$ cat config.mk
export PLATFORM = sky130hd
export DESIGN_NAME = vpu_alu_seq_flat
export DESIGN_NICKNAME = d
export VERILOG_FILES = /design/src/rtl/vpu_alu_seq_if.sv /design/src/rtl/vpu_alu_seq.sv /design/src/flat_wrapper.sv
export SDC_FILE = /design/constraint.sdc
export NUM_CORES = 1
export LEC_CHECK = 0
export ABC_AREA = 1
export ABC_CLOCK_PERIOD_IN_PS = 4500
export CORE_MARGIN = 10
export CORE_UTILIZATION = 55
export CTS_BUF_LIST = sky130_fd_sc_hd__clkbuf_16
export DETAILED_ROUTE_END_ITERATION = 6
export DONT_BUFFER_PORTS = 1
export PLACE_DENSITY = 0.75
export SLEW_MARGIN = 25
export SYNTH_ARGS = -nofsm -noshare
export SYNTH_HDL_FRONTEND = slang
export SYNTH_SLANG_ARGS = --single-unit
$ cat constraint.sdc
create_clock -name clk -period 4.5 [get_ports clk]
set_input_delay 1.35 -clock clk [delete_from_list [all_inputs] [get_ports clk]]
set_output_delay 1.35 -clock clk [all_outputs]
set_load 0.01 [all_outputs]
$ cat src/rtl/vpu_alu_seq_if.sv
`default_nettype none
// ============================================================================
// Module   : vpu_alu_seq_if
// Brief    : Command, VRF read/write and status bundle for vpu_alu_seq.
//            Mask signals exist only when VPU_ALU_SEQ_MASK_EN is defined.
// Revision : 1.0 - initial release
// ============================================================================
interface vpu_alu_seq_if #(
    parameter int AW = 6,
    parameter int LW = 7
);
    logic          cmd_valid;
    logic          cmd_ready;
    logic [3:0]    cmd_op;
    logic [LW-1:0] cmd_vl;
    logic [AW-1:0] cmd_src1;
    logic [AW-1:0] cmd_src2;
    logic [AW-1:0] cmd_dst;
    logic          cmd_vs;
    logic [15:0]   cmd_scalar;
    logic          stall;
    logic          rd_en;
    logic [AW-1:0] rd_addr1;
    logic [AW-1:0] rd_addr2;
    logic [15:0]   rd_data1;
    logic [15:0]   rd_data2;
    logic          wr_en;
    logic [AW-1:0] wr_addr;
    logic [15:0]   wr_data;
    logic          busy;
    logic          done;
`ifdef VPU_ALU_SEQ_MASK_EN
    logic [(1<<LW)-1:0] cmd_mask;
    logic [LW-1:0]      mask_skips;
`endif

    modport master (
        output cmd_valid, cmd_op, cmd_vl, cmd_src1, cmd_src2, cmd_dst,
               cmd_vs, cmd_scalar, stall, rd_data1, rd_data2,
        input  cmd_ready, rd_en, rd_addr1, rd_addr2, wr_en, wr_addr,
               wr_data, busy, done
`ifdef VPU_ALU_SEQ_MASK_EN
        , output cmd_mask
        , input  mask_skips
`endif
    );

    modport slave (
        input  cmd_valid, cmd_op, cmd_vl, cmd_src1, cmd_src2, cmd_dst,
               cmd_vs, cmd_scalar, stall, rd_data1, rd_data2,
        output cmd_ready, rd_en, rd_addr1, rd_addr2, wr_en, wr_addr,
               wr_data, busy, done
`ifdef VPU_ALU_SEQ_MASK_EN
        , input  cmd_mask
        , output mask_skips
`endif
    );
endinterface
`default_nettype wire

$ cat src/rtl/vpu_alu_seq.sv
`default_nettype none
// ============================================================================
// Module   : vpu_alu_seq
// Brief    : Vector-op sequencer streaming VRF elements through one ALU16.
//            Define VPU_ALU_SEQ_MASK_EN for per-element write masking.
// Revision : 1.0 - initial release
// ============================================================================
module vpu_alu_seq #(
    parameter int AW = 6,
    parameter int LW = 7
) (
    input  wire logic    clk,
    input  wire logic    rst,
    vpu_alu_seq_if.slave bus
);
    typedef enum logic [1:0] {
        S_IDLE  = 2'd0,
        S_ISSUE = 2'd1,
        S_DRAIN = 2'd2,
        S_DONE  = 2'd3
    } state_t;

    state_t        r_state;
    logic [3:0]    r_op;
    logic          r_vs;
    logic [15:0]   r_scalar;
    logic [AW-1:0] r_src1;
    logic [AW-1:0] r_src2;
    logic [AW-1:0] r_dst;
    logic [LW-1:0] r_vl;
    logic [LW-1:0] r_idx;
    logic          r_ex_valid;
    logic [LW-1:0] r_ex_idx;
    logic          r_wr_en;
    logic [AW-1:0] r_wr_addr;
    logic [15:0]   r_wr_data;

    logic          w_accept;
    logic          w_rd_en;
    logic [LW-1:0] w_idx_next;
    logic          w_keep;
    logic [15:0]   w_ds1;
    logic [15:0]   w_ds2;
    logic [3:0]    w_shamt;
    logic          w_enable;
    logic          w_addsel, w_subsel, w_andsel, w_orsel, w_xorsel;
    logic          w_sllsel, w_srlsel, w_srasel, w_maxsel, w_minsel;
    logic [15:0]   w_result;

    assign w_accept   = bus.cmd_valid && (r_state == S_IDLE);
    assign w_rd_en    = (r_state == S_ISSUE) && !bus.stall;
    assign w_idx_next = r_idx + LW'(1);

    assign bus.cmd_ready = (r_state == S_IDLE);
    assign bus.busy      = (r_state == S_ISSUE) || (r_state == S_DRAIN);
    assign bus.done      = (r_state == S_DONE);
    assign bus.rd_en     = w_rd_en;
    assign bus.rd_addr1  = w_rd_en ? AW'(r_src1 + AW'(r_idx)) : '0;
    assign bus.rd_addr2  = w_rd_en ? AW'(r_src2 + AW'(r_idx)) : '0;
    assign bus.wr_en     = r_wr_en;
    assign bus.wr_addr   = r_wr_addr;
    assign bus.wr_data   = r_wr_data;

    // Execute stage: read data arrives one cycle after rd_en
    assign w_ds1   = bus.rd_data1;
    assign w_ds2   = r_vs ? r_scalar : bus.rd_data2;
    assign w_shamt = w_ds2[3:0];

    always_comb begin
        w_enable = 1'b1;
        w_addsel = 1'b0; w_subsel = 1'b0; w_andsel = 1'b0; w_orsel  = 1'b0;
        w_xorsel = 1'b0; w_sllsel = 1'b0; w_srlsel = 1'b0; w_srasel = 1'b0;
        w_maxsel = 1'b0; w_minsel = 1'b0;
        case (r_op)
            4'd1:    w_addsel = 1'b1;
            4'd2:    w_subsel = 1'b1;
            4'd3:    w_andsel = 1'b1;
            4'd4:    w_orsel  = 1'b1;
            4'd5:    w_xorsel = 1'b1;
            4'd6:    w_sllsel = 1'b1;
            4'd7:    w_srlsel = 1'b1;
            4'd8:    w_srasel = 1'b1;
            4'd9:    w_maxsel = 1'b1;
            4'd10:   w_minsel = 1'b1;
            default: w_enable = 1'b0;
        endcase
    end

    // ALU16 datapath: one-hot selects OR-combined; disabled ALU passes ds1
    always_comb begin
        w_result = ({16{w_addsel}} & 16'(w_ds1 + w_ds2))
                 | ({16{w_subsel}} & 16'(w_ds1 - w_ds2))
                 | ({16{w_andsel}} & (w_ds1 & w_ds2))
                 | ({16{w_orsel}}  & (w_ds1 | w_ds2))
                 | ({16{w_xorsel}} & (w_ds1 ^ w_ds2))
                 | ({16{w_sllsel}} & 16'(w_ds1 << w_shamt))
                 | ({16{w_srlsel}} & 16'(w_ds1 >> w_shamt))
                 | ({16{w_srasel}} & 16'($signed(w_ds1) >>> w_shamt))
                 | ({16{w_maxsel}} & (($signed(w_ds1) > $signed(w_ds2)) ? w_ds1 : w_ds2))
                 | ({16{w_minsel}} & (($signed(w_ds1) < $signed(w_ds2)) ? w_ds1 : w_ds2));
        if (!w_enable) begin
            w_result = w_ds1;
        end
    end

    always_ff @(posedge clk) begin
        if (rst) begin
            r_state    <= S_IDLE;
            r_op       <= '0;
            r_vs       <= 1'b0;
            r_scalar   <= '0;
            r_src1     <= '0;
            r_src2     <= '0;
            r_dst      <= '0;
            r_vl       <= '0;
            r_idx      <= '0;
            r_ex_valid <= 1'b0;
            r_ex_idx   <= '0;
            r_wr_en    <= 1'b0;
            r_wr_addr  <= '0;
            r_wr_data  <= '0;
        end else begin
            r_ex_valid <= w_rd_en;
            r_ex_idx   <= r_idx;
            r_wr_en    <= r_ex_valid && w_keep;
            if (r_ex_valid) begin
                r_wr_addr <= AW'(r_dst + AW'(r_ex_idx));
                r_wr_data <= w_result;
            end
            case (r_state)
                S_IDLE: begin
                    if (w_accept) begin
                        r_op     <= bus.cmd_op;
                        r_vs     <= bus.cmd_vs;
                        r_scalar <= bus.cmd_scalar;
                        r_src1   <= bus.cmd_src1;
                        r_src2   <= bus.cmd_src2;
                        r_dst    <= bus.cmd_dst;
                        r_vl     <= bus.cmd_vl;
                        r_idx    <= '0;
                        r_state  <= (bus.cmd_vl == '0) ? S_DONE : S_ISSUE;
                    end
                end
                S_ISSUE: begin
                    if (w_rd_en) begin
                        r_idx <= w_idx_next;
                        if (w_idx_next == r_vl) begin
                            r_state <= S_DRAIN;
                        end
                    end
                end
                // Last element has left execute once no read is pending there
                S_DRAIN: begin
                    if (!r_ex_valid) begin
                        r_state <= S_DONE;
                    end
                end
                S_DONE:  r_state <= S_IDLE;
                default: r_state <= S_IDLE;
            endcase
        end
    end

`ifdef VPU_ALU_SEQ_MASK_EN
    logic [(1<<LW)-1:0] r_mask;
    logic [LW-1:0]      r_skips;

    assign w_keep         = r_mask[r_ex_idx];
    assign bus.mask_skips = r_skips;

    always_ff @(posedge clk) begin
        if (rst) begin
            r_mask  <= '0;
            r_skips <= '0;
        end else if (w_accept) begin
            r_mask  <= bus.cmd_mask;
            r_skips <= '0;
        end else if (r_ex_valid && !w_keep) begin
            r_skips <= r_skips + LW'(1);
        end
    end
`else
    assign w_keep = 1'b1;
`endif

endmodule
`default_nettype wire

$ cat src/flat_wrapper.sv
// flat-port wrapper written by rule: the top's interface ports become plain ports
module vpu_alu_seq_flat 
#(
    parameter int AW = 6,
    parameter int LW = 7
)
  (clk, rst, bus_cmd_valid, bus_cmd_op, bus_cmd_vl, bus_cmd_src1, bus_cmd_src2, bus_cmd_dst, bus_cmd_vs, bus_cmd_scalar, bus_stall, bus_rd_data1, bus_rd_data2, bus_cmd_ready, bus_rd_en, bus_rd_addr1, bus_rd_addr2, bus_wr_en, bus_wr_addr, bus_wr_data, bus_busy, bus_done);
  vpu_alu_seq_if #(.AW(AW), .LW(LW)) bus_i ();
  input  wire logic clk;
  input  wire logic rst;
  input wire logic [$bits(bus_i.cmd_valid)-1:0] bus_cmd_valid;
  input wire logic [$bits(bus_i.cmd_op)-1:0] bus_cmd_op;
  input wire logic [$bits(bus_i.cmd_vl)-1:0] bus_cmd_vl;
  input wire logic [$bits(bus_i.cmd_src1)-1:0] bus_cmd_src1;
  input wire logic [$bits(bus_i.cmd_src2)-1:0] bus_cmd_src2;
  input wire logic [$bits(bus_i.cmd_dst)-1:0] bus_cmd_dst;
  input wire logic [$bits(bus_i.cmd_vs)-1:0] bus_cmd_vs;
  input wire logic [$bits(bus_i.cmd_scalar)-1:0] bus_cmd_scalar;
  input wire logic [$bits(bus_i.stall)-1:0] bus_stall;
  input wire logic [$bits(bus_i.rd_data1)-1:0] bus_rd_data1;
  input wire logic [$bits(bus_i.rd_data2)-1:0] bus_rd_data2;
  output wire logic [$bits(bus_i.cmd_ready)-1:0] bus_cmd_ready;
  output wire logic [$bits(bus_i.rd_en)-1:0] bus_rd_en;
  output wire logic [$bits(bus_i.rd_addr1)-1:0] bus_rd_addr1;
  output wire logic [$bits(bus_i.rd_addr2)-1:0] bus_rd_addr2;
  output wire logic [$bits(bus_i.wr_en)-1:0] bus_wr_en;
  output wire logic [$bits(bus_i.wr_addr)-1:0] bus_wr_addr;
  output wire logic [$bits(bus_i.wr_data)-1:0] bus_wr_data;
  output wire logic [$bits(bus_i.busy)-1:0] bus_busy;
  output wire logic [$bits(bus_i.done)-1:0] bus_done;
  assign bus_i.cmd_valid = bus_cmd_valid;
  assign bus_i.cmd_op = bus_cmd_op;
  assign bus_i.cmd_vl = bus_cmd_vl;
  assign bus_i.cmd_src1 = bus_cmd_src1;
  assign bus_i.cmd_src2 = bus_cmd_src2;
  assign bus_i.cmd_dst = bus_cmd_dst;
  assign bus_i.cmd_vs = bus_cmd_vs;
  assign bus_i.cmd_scalar = bus_cmd_scalar;
  assign bus_i.stall = bus_stall;
  assign bus_i.rd_data1 = bus_rd_data1;
  assign bus_i.rd_data2 = bus_rd_data2;
  assign bus_cmd_ready = bus_i.cmd_ready;
  assign bus_rd_en = bus_i.rd_en;
  assign bus_rd_addr1 = bus_i.rd_addr1;
  assign bus_rd_addr2 = bus_i.rd_addr2;
  assign bus_wr_en = bus_i.wr_en;
  assign bus_wr_addr = bus_i.wr_addr;
  assign bus_wr_data = bus_i.wr_data;
  assign bus_busy = bus_i.busy;
  assign bus_done = bus_i.done;
  vpu_alu_seq #(.AW(AW), .LW(LW)) u_core (.clk(clk), .rst(rst), .bus(bus_i));
endmodule
==> impl_metrics.env <==
export IMPL_setup_tns_final_ns=0
export IMPL_postCtsHoldBufs=0
export IMPL_post_cts_setup_buffer_count=0
export IMPL_synthTopCellsByCount="nand2_1 (359), nand3_1 (230), nor2_1 (210), inv_1 (155), o21ai_0 (111)"
export IMPL_final_seq_area_sq_um=1702
export IMPL_grt_max_degree=57
export IMPL_fin_crit_sh=0.8265
export IMPL_yosysTopAreaCellShare=0.1890
export IMPL_drv_cap=0
export IMPL_min_period_ns=3.719
export IMPL_tightest_slew_ns=0.9888
export IMPL_ys_seq_elements=85
export IMPL_finalHoldViolCount=0
export IMPL_status="finished clean"
export IMPL_syn_area_sq_um=9004
export IMPL_synth_avg_cell_area_sq_um=5.873
export IMPL_clock_latency_ns=0.35
export IMPL_num_rows=46
export IMPL_fin_area_sq_um=9522
export IMPL_fp_coreArea_sq_um=15940
export IMPL_cp_arrival_ns=3.96
export IMPL_clk_pin_slew_ns=0.07
export IMPL_place_gp_congestion=1.091
export IMPL_cts_resized=0
export IMPL_start_util=0.5647
export IMPL_placed_cell_area_sq_um=9221
export IMPL_fillers=1700
export IMPL_end_kind="flip-flop"
export IMPL_vias_per_cell=5.936
export IMPL_fp_dieW_um=147.9
export IMPL_hpwl_mm=27.26
export IMPL_synth_warnings=0
export IMPL_slew_limit_headroom=0.3367
export IMPL_r2r_slack_ns=1.17
export IMPL_slew_viol_final=0
export IMPL_io_buffers=0
export IMPL_power_density_nw_per_um2=498.5
export IMPL_wl_per_cell_um=19.85
export IMPL_drcViolationCount=0
export IMPL_area_delta_synth_final_pct=5.753
export IMPL_setup_worst_path_end="u_core.bus.wr_data[0]"
export IMPL_cts_max_level=3
export IMPL_io_pins=121
export IMPL_wl_mm=34.49
export IMPL_regToRegStartpoint="u_core.r_vs"
export IMPL_nets=1678
export IMPL_synth_enable_flop_cells=0
export IMPL_synth_area_leaders="dfxtp_1 (19%), nand2_1 (15%), nand3_1 (13%)"
export IMPL_drive_gt1_frac=0.06316
export IMPL_crit_fanout=13
export IMPL_syn_num_nets=1696
export IMPL_async_flop_share=0
export IMPL_antenna_left=0
export IMPL_die_y_um=147.9
export IMPL_synth_ff_type="dfxtp_1"
export IMPL_ys_seq_area_frac=0.1890
export IMPL_syn_inst=1533
export IMPL_die_area_sq_um=21890
export IMPL_synth_most_common_cell="nand2_1"
export IMPL_max_vdd_ir_drop_mv=0.4664
export IMPL_dr_total_vias=10310
export IMPL_worstSetupStartpointType="primary input"
export IMPL_multi_input_area_sq_um=6427
export IMPL_cts_buffers=9
export IMPL_cp_required_ns=4.74
export IMPL_clock_skew_final_ns=0.01104
export IMPL_antenna_found_initial=2
export IMPL_track_usage=0.3082
export IMPL_grt_pass1_wl_mm=53.76
export IMPL_dr_pass1_iters=5
export IMPL_synth_top_area_cell="dfxtp_1"
export IMPL_clockBufferDepth=2
export IMPL_p_leak_nw=4.684
export IMPL_worstReg2RegEnd="u_core.bus.wr_data[0]"
export IMPL_cts_tree="done"
export IMPL_cts_root_buf="clkbuf_16"
export IMPL_worst_setup_path_type="primary input to flip-flop"
export IMPL_finalSetupViolCount=0
export IMPL_r2r_worst_path_cells=20
export IMPL_rsz0062_at_grt="false"
export IMPL_hold_class="flip-flop to flip-flop"
export IMPL_critical_path_startpoint="bus_rd_data2[11]"
export IMPL_grt_overflow=0
export IMPL_clock_sinks=85
export IMPL_yosysUniqueCellTypes=44
export IMPL_drtIter0Drc=1130
export IMPL_grt_pass1_vias=9583
export IMPL_clock_fmax_mhz=268.9
-- cells by family after synthesis --
family / after synthesis / synth area share
AND/OR/NAND/NOR: 869 / 0.4190
AO/OA/AOI/OAI: 260 / 0.1616
buffers and inverters: 221 / 0.09714
flip-flops: 85 / 0.1890
adder cells (fa/ha/maj): 81 / 0.1167
XOR/XNOR: 17 / 0.01654
-- registers in the layout, summed over array words and instances (netlist names) --
signal	flops
u_core.r_ex_idx	6
u_core.r_idx	7
u_core.r_dst	6
u_core.r_ex_valid	1
u_core.r_scalar	16
u_core.bus.wr_addr	6
u_core.bus.wr_data	16
u_core.r_vs	1
u_core.bus.wr_en	1
u_core.r_src2	6
u_core.r_op	4
u_core.r_state	2
u_core.r_vl	7
u_core.r_src1	6
-- worst max-delay path, stage by stage --
cell	delay, ns
o21ai_0	0.45
ha_1	0.43
nor2_1	0.25
nand2_1	0.11
nor2_1	0.22
nand2_2	0.15
nand3_2	0.14
nand3_2	0.29
nand2_1	0.24
nor2_1	0.06
nor2_1	0.09
nand2_1	0.06
nand2_1	0.06
a21oi_1	0.06
-- metrics by stage --
step / utilization / hold WS (ns) / power (W) / setup WS [ns] / cells
6_report: 0.5972 / 0.4725 / 0.004747 / 0.7807 / 1737
5_1_grt: 0.5971 / 0.4895 / 0.005139 / 0.5698 / 1736
4_1_cts: 0.5971 / 0.4750 / 0.004681 / 0.8192 / 1736
3_5_place_dp: 0.5784 / 0.4640 / 0.003906 / 0.5254 / 1720
3_3_place_gp: 0.5784 / 0.4488 / 0.003893 / 0.5675 / 1720
2_1_floorplan: - / 0.4443 / 0.003144 / 0.8047 / 1533
-- power by group --
| group | internal [W] | switching [W] | leakage (nW) | total (W) |
|---|---|---|---|---|
| combinational | 0.000917 | 0.00205 | 3.84 | 0.00296 |
| sequential | 0.000897 | 0.000115 | 0.696 | 0.00101 |
| clock | 0.000394 | 0.000378 | 0.144 | 0.000772 |
-- how the worst min path moves through the flow --
stage | from | to | slack, ns | cells after the start
global placement | u_core.r_idx[6] | u_core.r_idx[6] | 0.45 | 2
finish | u_core.r_idx[6] | u_core.r_idx[6] | 0.47 | 2
global route | u_core.r_idx[6] | u_core.r_idx[6] | 0.49 | 2
detailed placement | u_core.r_idx[6] | u_core.r_idx[6] | 0.46 | 2
floorplan | u_core.r_vl[2] | u_core.r_vl[2] | 0.44 | 2
CTS | u_core.r_idx[6] | u_core.r_idx[6] | 0.47 | 2
-- layer usage --
layer	GRT usage	wire length, um	share of wire
met5	0	7	0.00020
met2	0.4874	15230	0.44
met3	0.08913	3688	0.11
met4	0.1685	2025	0.059
met1	0.3689	13540	0.39
-- final cells by class --
class / count / share of cell area
clock inverter: 7 / 0.007622
inverter: 165 / 0.06505
sequential: 85 / 0.1787
multi-input combinational: 1227 / 0.6750
tap: 216 / 0.02838
clock buffer: 9 / 0.02365
antenna: 1 / 0.0002628
timing repair buffer: 27 / 0.02129
-- cell usage in the layout, fill, tap and decap left out, types with 4 or more instances in the layout --
| master | instances |
|---|---|
| o21bai_1 | 17 |
| xnor2_1 | 5 |
| nand4_1 | 21 |
| o21ai_0 | 111 |
| xor2_1 | 12 |
| nand2_4 | 4 |
| or2_2 | 15 |
| a21oi_1 | 90 |
| buf_4 | 27 |
| dfxtp_1 | 85 |
| nand3_1 | 230 |
| inv_1 | 154 |
| nand2_2 | 9 |
| inv_2 | 10 |
| and2_1 | 5 |
| fa_1 | 5 |
| o22ai_1 | 7 |
| o221ai_1 | 5 |
| nand3_2 | 4 |
| o21ai_1 | 6 |
| nor2_1 | 210 |
| nor3_1 | 5 |
| clkbuf_16 | 9 |
| o211ai_1 | 6 |
| ha_1 | 76 |
| nand2_1 | 359 |
(Power assumes the default switching activity.)
